`src/rtl/rx_serial7.sv`:
```
// 7-bit serial receiver: start, 7 data bits LSB first, [even parity], stop.
// Optional parity bit enabled by defining RX7_PARITY_EN.
module rx_serial7 #(
  parameter int CLKS_PER_BIT = 16
) (
  input  logic       eck,
  input  logic       ers,
  input  logic       eena,
  input  logic       erx,
  output logic [6:0] sd,
  output logic       sval,
  output logic       sferr,
  output logic       sperr,
  output logic       sbusy
);

  localparam int CW = $clog2(CLKS_PER_BIT);
  localparam logic [CW-1:0] FULL = CW'(CLKS_PER_BIT - 1);
  localparam logic [CW-1:0] HALF = CW'(CLKS_PER_BIT / 2 - 1);

`ifdef RX7_PARITY_EN
  typedef enum logic [2:0] {IDLE, START, DATA, STOP, WAIT_HIGH, PARITY} state_t;
`else
  typedef enum logic [2:0] {IDLE, START, DATA, STOP, WAIT_HIGH} state_t;
`endif

  state_t          state_q, state_d;
  logic            rx_meta_q, rx_s_q;
  logic [CW-1:0]   cnt_q, cnt_d;
  logic [2:0]      idx_q, idx_d;
  logic [6:0]      sh_q, sh_d;
  logic [6:0]      sd_q, sd_d;
  logic            sval_q, sval_d;
  logic            sferr_q, sferr_d;
`ifdef RX7_PARITY_EN
  logic            sperr_q, sperr_d;
  logic            pbad_q, pbad_d;
`endif

  always_ff @(posedge eck) begin
    if (ers) begin
      rx_meta_q <= 1'b1;
      rx_s_q    <= 1'b1;
      state_q   <= IDLE;
      cnt_q     <= '0;
      idx_q     <= '0;
      sh_q      <= '0;
      sd_q      <= '0;
      sval_q    <= 1'b0;
      sferr_q   <= 1'b0;
`ifdef RX7_PARITY_EN
      sperr_q   <= 1'b0;
      pbad_q    <= 1'b0;
`endif
    end else begin
      rx_meta_q <= erx;
      rx_s_q    <= rx_meta_q;
      state_q   <= state_d;
      cnt_q     <= cnt_d;
      idx_q     <= idx_d;
      sh_q      <= sh_d;
      sd_q      <= sd_d;
      sval_q    <= sval_d;
      sferr_q   <= sferr_d;
`ifdef RX7_PARITY_EN
      sperr_q   <= sperr_d;
      pbad_q    <= pbad_d;
`endif
    end
  end

  always_comb begin
    state_d = state_q;
    cnt_d   = cnt_q;
    idx_d   = idx_q;
    sh_d    = sh_q;
    sd_d    = sd_q;
    sval_d  = 1'b0;
    sferr_d = 1'b0;
`ifdef RX7_PARITY_EN
    sperr_d = 1'b0;
    pbad_d  = pbad_q;
`endif
    case (state_q)
      IDLE: begin
        if (eena && !rx_s_q) begin
          state_d = START;
          cnt_d   = '0;
        end
      end
      START: begin
        if (cnt_q == HALF) begin
          cnt_d = '0;
          idx_d = '0;
          state_d = rx_s_q ? IDLE : DATA;
        end else begin
          cnt_d = cnt_q + 1'b1;
        end
      end
      DATA: begin
        if (cnt_q == FULL) begin
          cnt_d        = '0;
          sh_d[idx_q]  = rx_s_q;
          idx_d        = idx_q + 3'd1;
          if (idx_q == 3'd6) begin
`ifdef RX7_PARITY_EN
            state_d = PARITY;
`else
            state_d = STOP;
`endif
          end
        end else begin
          cnt_d = cnt_q + 1'b1;
        end
      end
`ifdef RX7_PARITY_EN
      PARITY: begin
        if (cnt_q == FULL) begin
          cnt_d   = '0;
          // Even parity: data ones plus parity bit must be even.
          pbad_d  = (^sh_q) ^ rx_s_q;
          state_d = STOP;
        end else begin
          cnt_d = cnt_q + 1'b1;
        end
      end
`endif
      STOP: begin
        if (cnt_q == FULL) begin
          cnt_d = '0;
          if (rx_s_q) begin
            // Re-entering IDLE at the stop midpoint allows back-to-back frames.
            state_d = IDLE;
`ifdef RX7_PARITY_EN
            if (pbad_q) begin
              sperr_d = 1'b1;
            end else begin
              sd_d   = sh_q;
              sval_d = 1'b1;
            end
`else
            sd_d   = sh_q;
            sval_d = 1'b1;
`endif
          end else begin
            sferr_d = 1'b1;
            state_d = WAIT_HIGH;
          end
        end else begin
          cnt_d = cnt_q + 1'b1;
        end
      end
      WAIT_HIGH: begin
        if (rx_s_q) state_d = IDLE;
      end
      default: state_d = IDLE;
    endcase
  end

  assign sd    = sd_q;
  assign sval  = sval_q;
  assign sferr = sferr_q;
  assign sbusy = (state_q != IDLE);
`ifdef RX7_PARITY_EN
  assign sperr = sperr_q;
`else
  assign sperr = 1'b0;
`endif

endmodule

```
`config.mk`:
```
export PLATFORM = sky130hd
export DESIGN_NAME = rx_serial7
export DESIGN_NICKNAME = d
export VERILOG_FILES = /design/src/rtl/rx_serial7.sv
export SDC_FILE = /design/constraint.sdc
export NUM_CORES = 1
export LEC_CHECK = 0
export ABC_AREA = 1
export BUFFER_PORTS_ARGS = -buffer_cell sky130_fd_sc_hd__buf_2
export CORE_AREA = 3 3 65 52
export CTS_CLUSTER_SIZE = 14
export DETAILED_ROUTE_END_ITERATION = 8
export DIE_AREA = 0 0 68 55
export HOLD_SLACK_MARGIN = 0.12
export PLACE_DENSITY = 0.66
export SYNTH_ARGS = -nofsm -noshare
export SYNTH_HDL_FRONTEND = slang
export SYNTH_SLANG_ARGS = --single-unit
```
`constraint.sdc`:
```
create_clock -name eck -period 2.1 [get_ports eck]
set_input_delay 0.105 -clock eck [delete_from_list [all_inputs] [get_ports eck]]
set_output_delay 0.105 -clock eck [all_outputs]
set_load 0.005 [all_outputs]
```
======== After elaboration in Yosys (flattened, before gate mapping) ========
Cells that the tools add are included.
word-level totals
  logic and storage cells ................. 63
  output and inout port bits .............. 11
  input bits .............................. 4
  bits in registers ....................... 28
cells by class
  bitwise operators ....................... 2
  equality and inequality tests ........... 13
  $add $sub $neg .......................... 2
  reductions and logical operators ........ 14
  $lt $le $gt $ge ......................... 2
  multiplexer cells ....................... 21
operators with widths
  kind                                                  count
  two-way mux 3 bit                                     9
  case mux 3 bit (5 select lines)                       1
  two-way mux 4 bit                                     3
  inequality test 2 bit (second input constant)         6
  case mux 4 bit (3 select lines)                       1
  bitwise mux 7 bit                                     1
  equality test 3 x 2 -> 1 bit (second input constant)  2
  equality test 3 bit (second input constant)           2
  case mux 3 bit (2 select lines)                       1
  AND reduction 3 bit                                   2
  AND reduction 6 bit                                   1
  nonzero test 3 bit                                    2
  adder 4 x 1 -> 4 bit (second input constant)          1
  equality test 4 x 3 -> 1 bit (second input constant)  1
  equality test 4 bit (second input constant)           1
  < comparator 3 x 4 -> 1 bit (second input constant)   1
  AND reduction 2 bit                                   2
  adder 3 x 1 -> 3 bit (second input constant)          1
  demux 1 bit (select 3 bit)                            1
  equality test 3 x 1 -> 1 bit (second input constant)  1
  >= comparator 3 x 1 -> 1 bit (second input constant)  1
  logical NOT 3 bit                                     1
  two-way mux 1 bit                                     3
  OR reduction 3 bit                                    1
  other kinds (6)                                       8

======== Logic depth before layout (Yosys ltp) ========
  depth in word-level cells ............... 5
  gate-level depth with buffers ........... 9
  depth with buffers taken out ............ 9

======== Worst setup path before layout ========
Ideal clock, no wire load.
  kind .................................... register -> register
  start point ............................. reg cnt_q[0]
  end point ............................... reg state_q[0]
  stages on the path, launching flop included .. 9
  setup time .............................. 0.113 ns
  path buffers ............................ 0
  arrival ................................. 1.183 ns
  data required time ...................... 1.987 ns
  slack ................................... 0.804 ns
  period minus slack after synthesis ...... 1.296 ns
  cells stage by stage .................... dfxtp_1 ha_1 nand2_1 nor2_1 nor2_1 nor2_1 nand3_1 nand2_1 nor2_1
between the ends
  word-level cells in the longest chain between the ends .. 3
  elaborated cells on any way between the ends .. 6
  classes of those cells .................. 5 x eq/ne; 1 x reduce/logical
RTL lines
  what                                                                        line          text
  start, declared                                                             29            logic [CW-1:0] cnt_q, cnt_d;
  start signal, assigned                                                      59            cnt_q <= cnt_d;
  equality test 4 bit / equality test 4 x 3 -> 1 bit (equally long branches)  101, 129, 92
  inequality test 2 bit (no source line)                                      --
  AND reduction 6 bit (no source line) *                                      --
  end signal, assigned                                                        58            state_q <= state_d;
  end, declared                                                               27            state_t state_q, state_d;
Every way passes the cells marked *; elsewhere a longest branch is shown, timed or not.
A chain may end at the register's enable or synchronous reset.

======== Final worst setup path ========
  start point ............................. reg cnt_q[1]
  end point ............................... reg sh_q[5]
between the ends
  word-level cells in the longest chain between the ends .. 2
RTL lines
  what                                  line  text
  equality test 4 bit                   101   if (cnt_q == FULL) begin
  AND reduction 2 bit (no source line)  --
  end signal, assigned                  47    sh_q <= '0;
  end signal, assigned                  61    sh_q <= sh_d;
  end, declared                         31    logic [6:0] sh_q, sh_d;
No other way between the ends.

==> summary.txt <==
Status: finished, final reports clean
Hold Violations, Final: 0
Crit path time final: 1.64 ns
CTS Root Buffer Type: clkbuf_8
Die area: 3740 sq um
Met1 Use GR: 21.3%
Setup WS pre-CTS: 0.463 ns
Number of fill cells in the layout: 283
Initial drt markers: 51
Ys Warns: 0
First-pass GRT wire length: 4.40 mm
CP Capture Type: flop
Leak Pwr: 0.000657 uW
Max-cap violations: 0
Routing usage on met2: 25.3%
Crit start category: flop
Worst path max stage delay: 0.36 ns
F_max: 0.611 GHz
Cell variety after synth: 28
Worst r2r src: cnt_q[1]
RR Endpoint: sh_q[5]
Hold path cells: 2
CP bufs+invs: 0
Tot Pwr: 1460 uW
Die H: 55 um
Cell Chain, Critical Path: ha_1, nand3_4, nor2_4, nand2_1, o21bai_1, nand2_1, nor2_1
Critical path data required time: 2.31 ns
Global-route usage over all layers: 15.8%
WL final: 2.68 mm
Met3 usage in global routing: 4.85%
Post-DP HPWL: 2.07 mm
Initial cell density of the core: 47.5%
Placed cell count: 234
Antenna viol nets, final: 0
Hold Buf Count CTS: 1
Hold Path End: sh_q[2]
Core Region: 2850 sq um
IO Pins: 15
Maximum VDD drop: 0.412 mV
Tcrit/Tclk final: 77.9%
Nets: 209
Synth Flop Type: dfxtp_1
Avg Inst Size Synth: 7.16 sq um
Reg-to-reg setup timing slack: 0.46 ns
Max clock buf depth: 2
Crit path max-delay family: simple AND/OR/NAND/NOR gates
Via count: 1200
TNS Setup: 0 ns
Yosys reg bits: 28
Vias in the first global route: 1002
Grt total ovfl: 0
Max FO, Critical Path: 13
Global routing's busiest layer: met2
Gate count of the mapped netlist: 189
CTS H-Tree Depth: 1
Largest net degree at the start of global routing: 17
Die extent in x: 68 um
Final Setup Violations: 0
Rows: 17
Final Core Density: 53.0%
CTS tree: done
Register area share after synthesis: 41.4%
Max Slew Vio Count: 0
Filler-free cell count of the finished design: 239
Syn Std Cell Area: 1350 sq um
CP Data Arrival Time: 1.85 ns
PortBufs: 13
Drt via density: 5.02
Multi-input gate area: 688 sq um
Crit-path slowest cell: dfxtp_1
Min-Delay Startpoint: ers
Layout Area Growth over Synthesis: 11.7%
Crit path kind: reg2reg
Total nets after synthesis: 196
Number of antenna diodes: 0
Most common cell after layout, fill and taps aside: nor2_1
WL/cell: 11.2 um
Clk_lat worst skew: 0.28 ns
Clock transition at path regs: 0.10 ns
RSZ-0062 raised after global routing: no
Post-route DRC: 0
Final RePlAce weighted congestion: 0.825
Initial antenna violation count: 0
Commonest non-fill, non-tap cells in the layout: nor2_1 (42), nand2_1 (34), dfxtp_1 (28), inv_1 (16), buf_2 (13)
Clock sinks: 28
Final worst slack: 0.463 ns
PD cells: 968 nW/um^2
Resized cells post-CTS: 0
Num CTS Buffers: 3
Top cell by count, worst path: nand2_1
Asr flop ratio synth: 0%
Worst hold path type: in2reg
Pre-Repair DR Iteration Count: 4
Setup Buffers After CTS: 0
Layout cell share with drive strength beyond 1: 14.4%
Worst Skew: 0.00970 ns
Post-synth EDFFs: 0
R2R cell count: 7
Sequential Area: 561 sq um
power breakdown:
group / switching (uW) / internal, uW
sequential: 51.0 / 574
combinational: 277 / 142
clock: 163 / 255
total: 491 / 971
stage by stage:
stage	area, sq um	hold slack [ns]
floorplan	1350	0.184
global placement	1430	0.291
detailed placement	1430	0.291
CTS	1510	0.171
global route	1510	0.198
finish	1510	0.177
cell type report:
| class | instances | area share [%] |
|---|---|---|
| Multi-Input combinational cell | 137 | 45.6 |
| Sequential cell | 28 | 37.1 |
| Timing Repair Buffer | 14 | 4.97 |
| Inverter | 18 | 4.47 |
| Tap cell | 38 | 3.15 |
| Clock buffer | 3 | 2.73 |
| Clock inverter | 1 | 1.99 |
registers in the layout, indices dropped and copies added (netlist names):
register,flops
cnt_q,4
rx_meta_q,1
sferr,1
idx_q,3
sh_q,7
rx_s_q,1
state_q,3
sval,1
sd,7
worst max-delay path by stage:
stage | startpoint | endpoint | slack [ns] | cells past startpoint
2_1_floorplan | cnt_q[0] | state_q[0] | 0.80 | 8
3_3_place_gp | cnt_q[0] | sh_q[5] | 0.61 | 7
3_5_place_dp | cnt_q[1] | sh_q[5] | 0.46 | 7
4_1_cts | cnt_q[1] | sh_q[5] | 0.44 | 7
5_1_grt | cnt_q[0] | sh_q[5] | 0.30 | 7
6_report | cnt_q[1] | sh_q[5] | 0.46 | 7
cell families after synthesis:
group,synth area share (%)
compound gates,10.1
xor+xnor,1.30
fa+ha+maj,2.78
buf+inv,7.68
flops,41.4
other cells,0.277
simple gates,36.4
synth_stat cells, types with 2 or more instances:
library cell,instances,area share [%]
nor2_1,42,12
dfxtp_1,28,41
nand3_2,2,1.5
nand3_1,11,4.1
xnor2_1,2,1.3
nor3_1,4,1.5
buf_2,2,0.74
ha_1,3,2.8
nand4_1,3,1.4
clkbuf_1,2,0.56
inv_2,2,0.56
nand2_1,34,9.4
o21bai_1,3,1.7
o21ai_0,9,3.3
or2_2,3,1.4
inv_1,16,4.4
a21oi_1,11,4.1
nor2_4,2,1.7
metal layers:
metal,up-vias,routed length [um]
met1,550,1350
met3,4,101
met2,19,1200
met4,0,23
met5,-,0
li1,627,-
worst register-to-register path: stages (launching register included):
cell	delay [ns]
dfxtp_1	0.36
ha_1	0.23
nand3_4	0.14
nor2_4	0.32
nand2_1	0.17
o21bai_1	0.19
nand2_1	0.08
nor2_1	0.10
(Power assumes the default switching activity.)
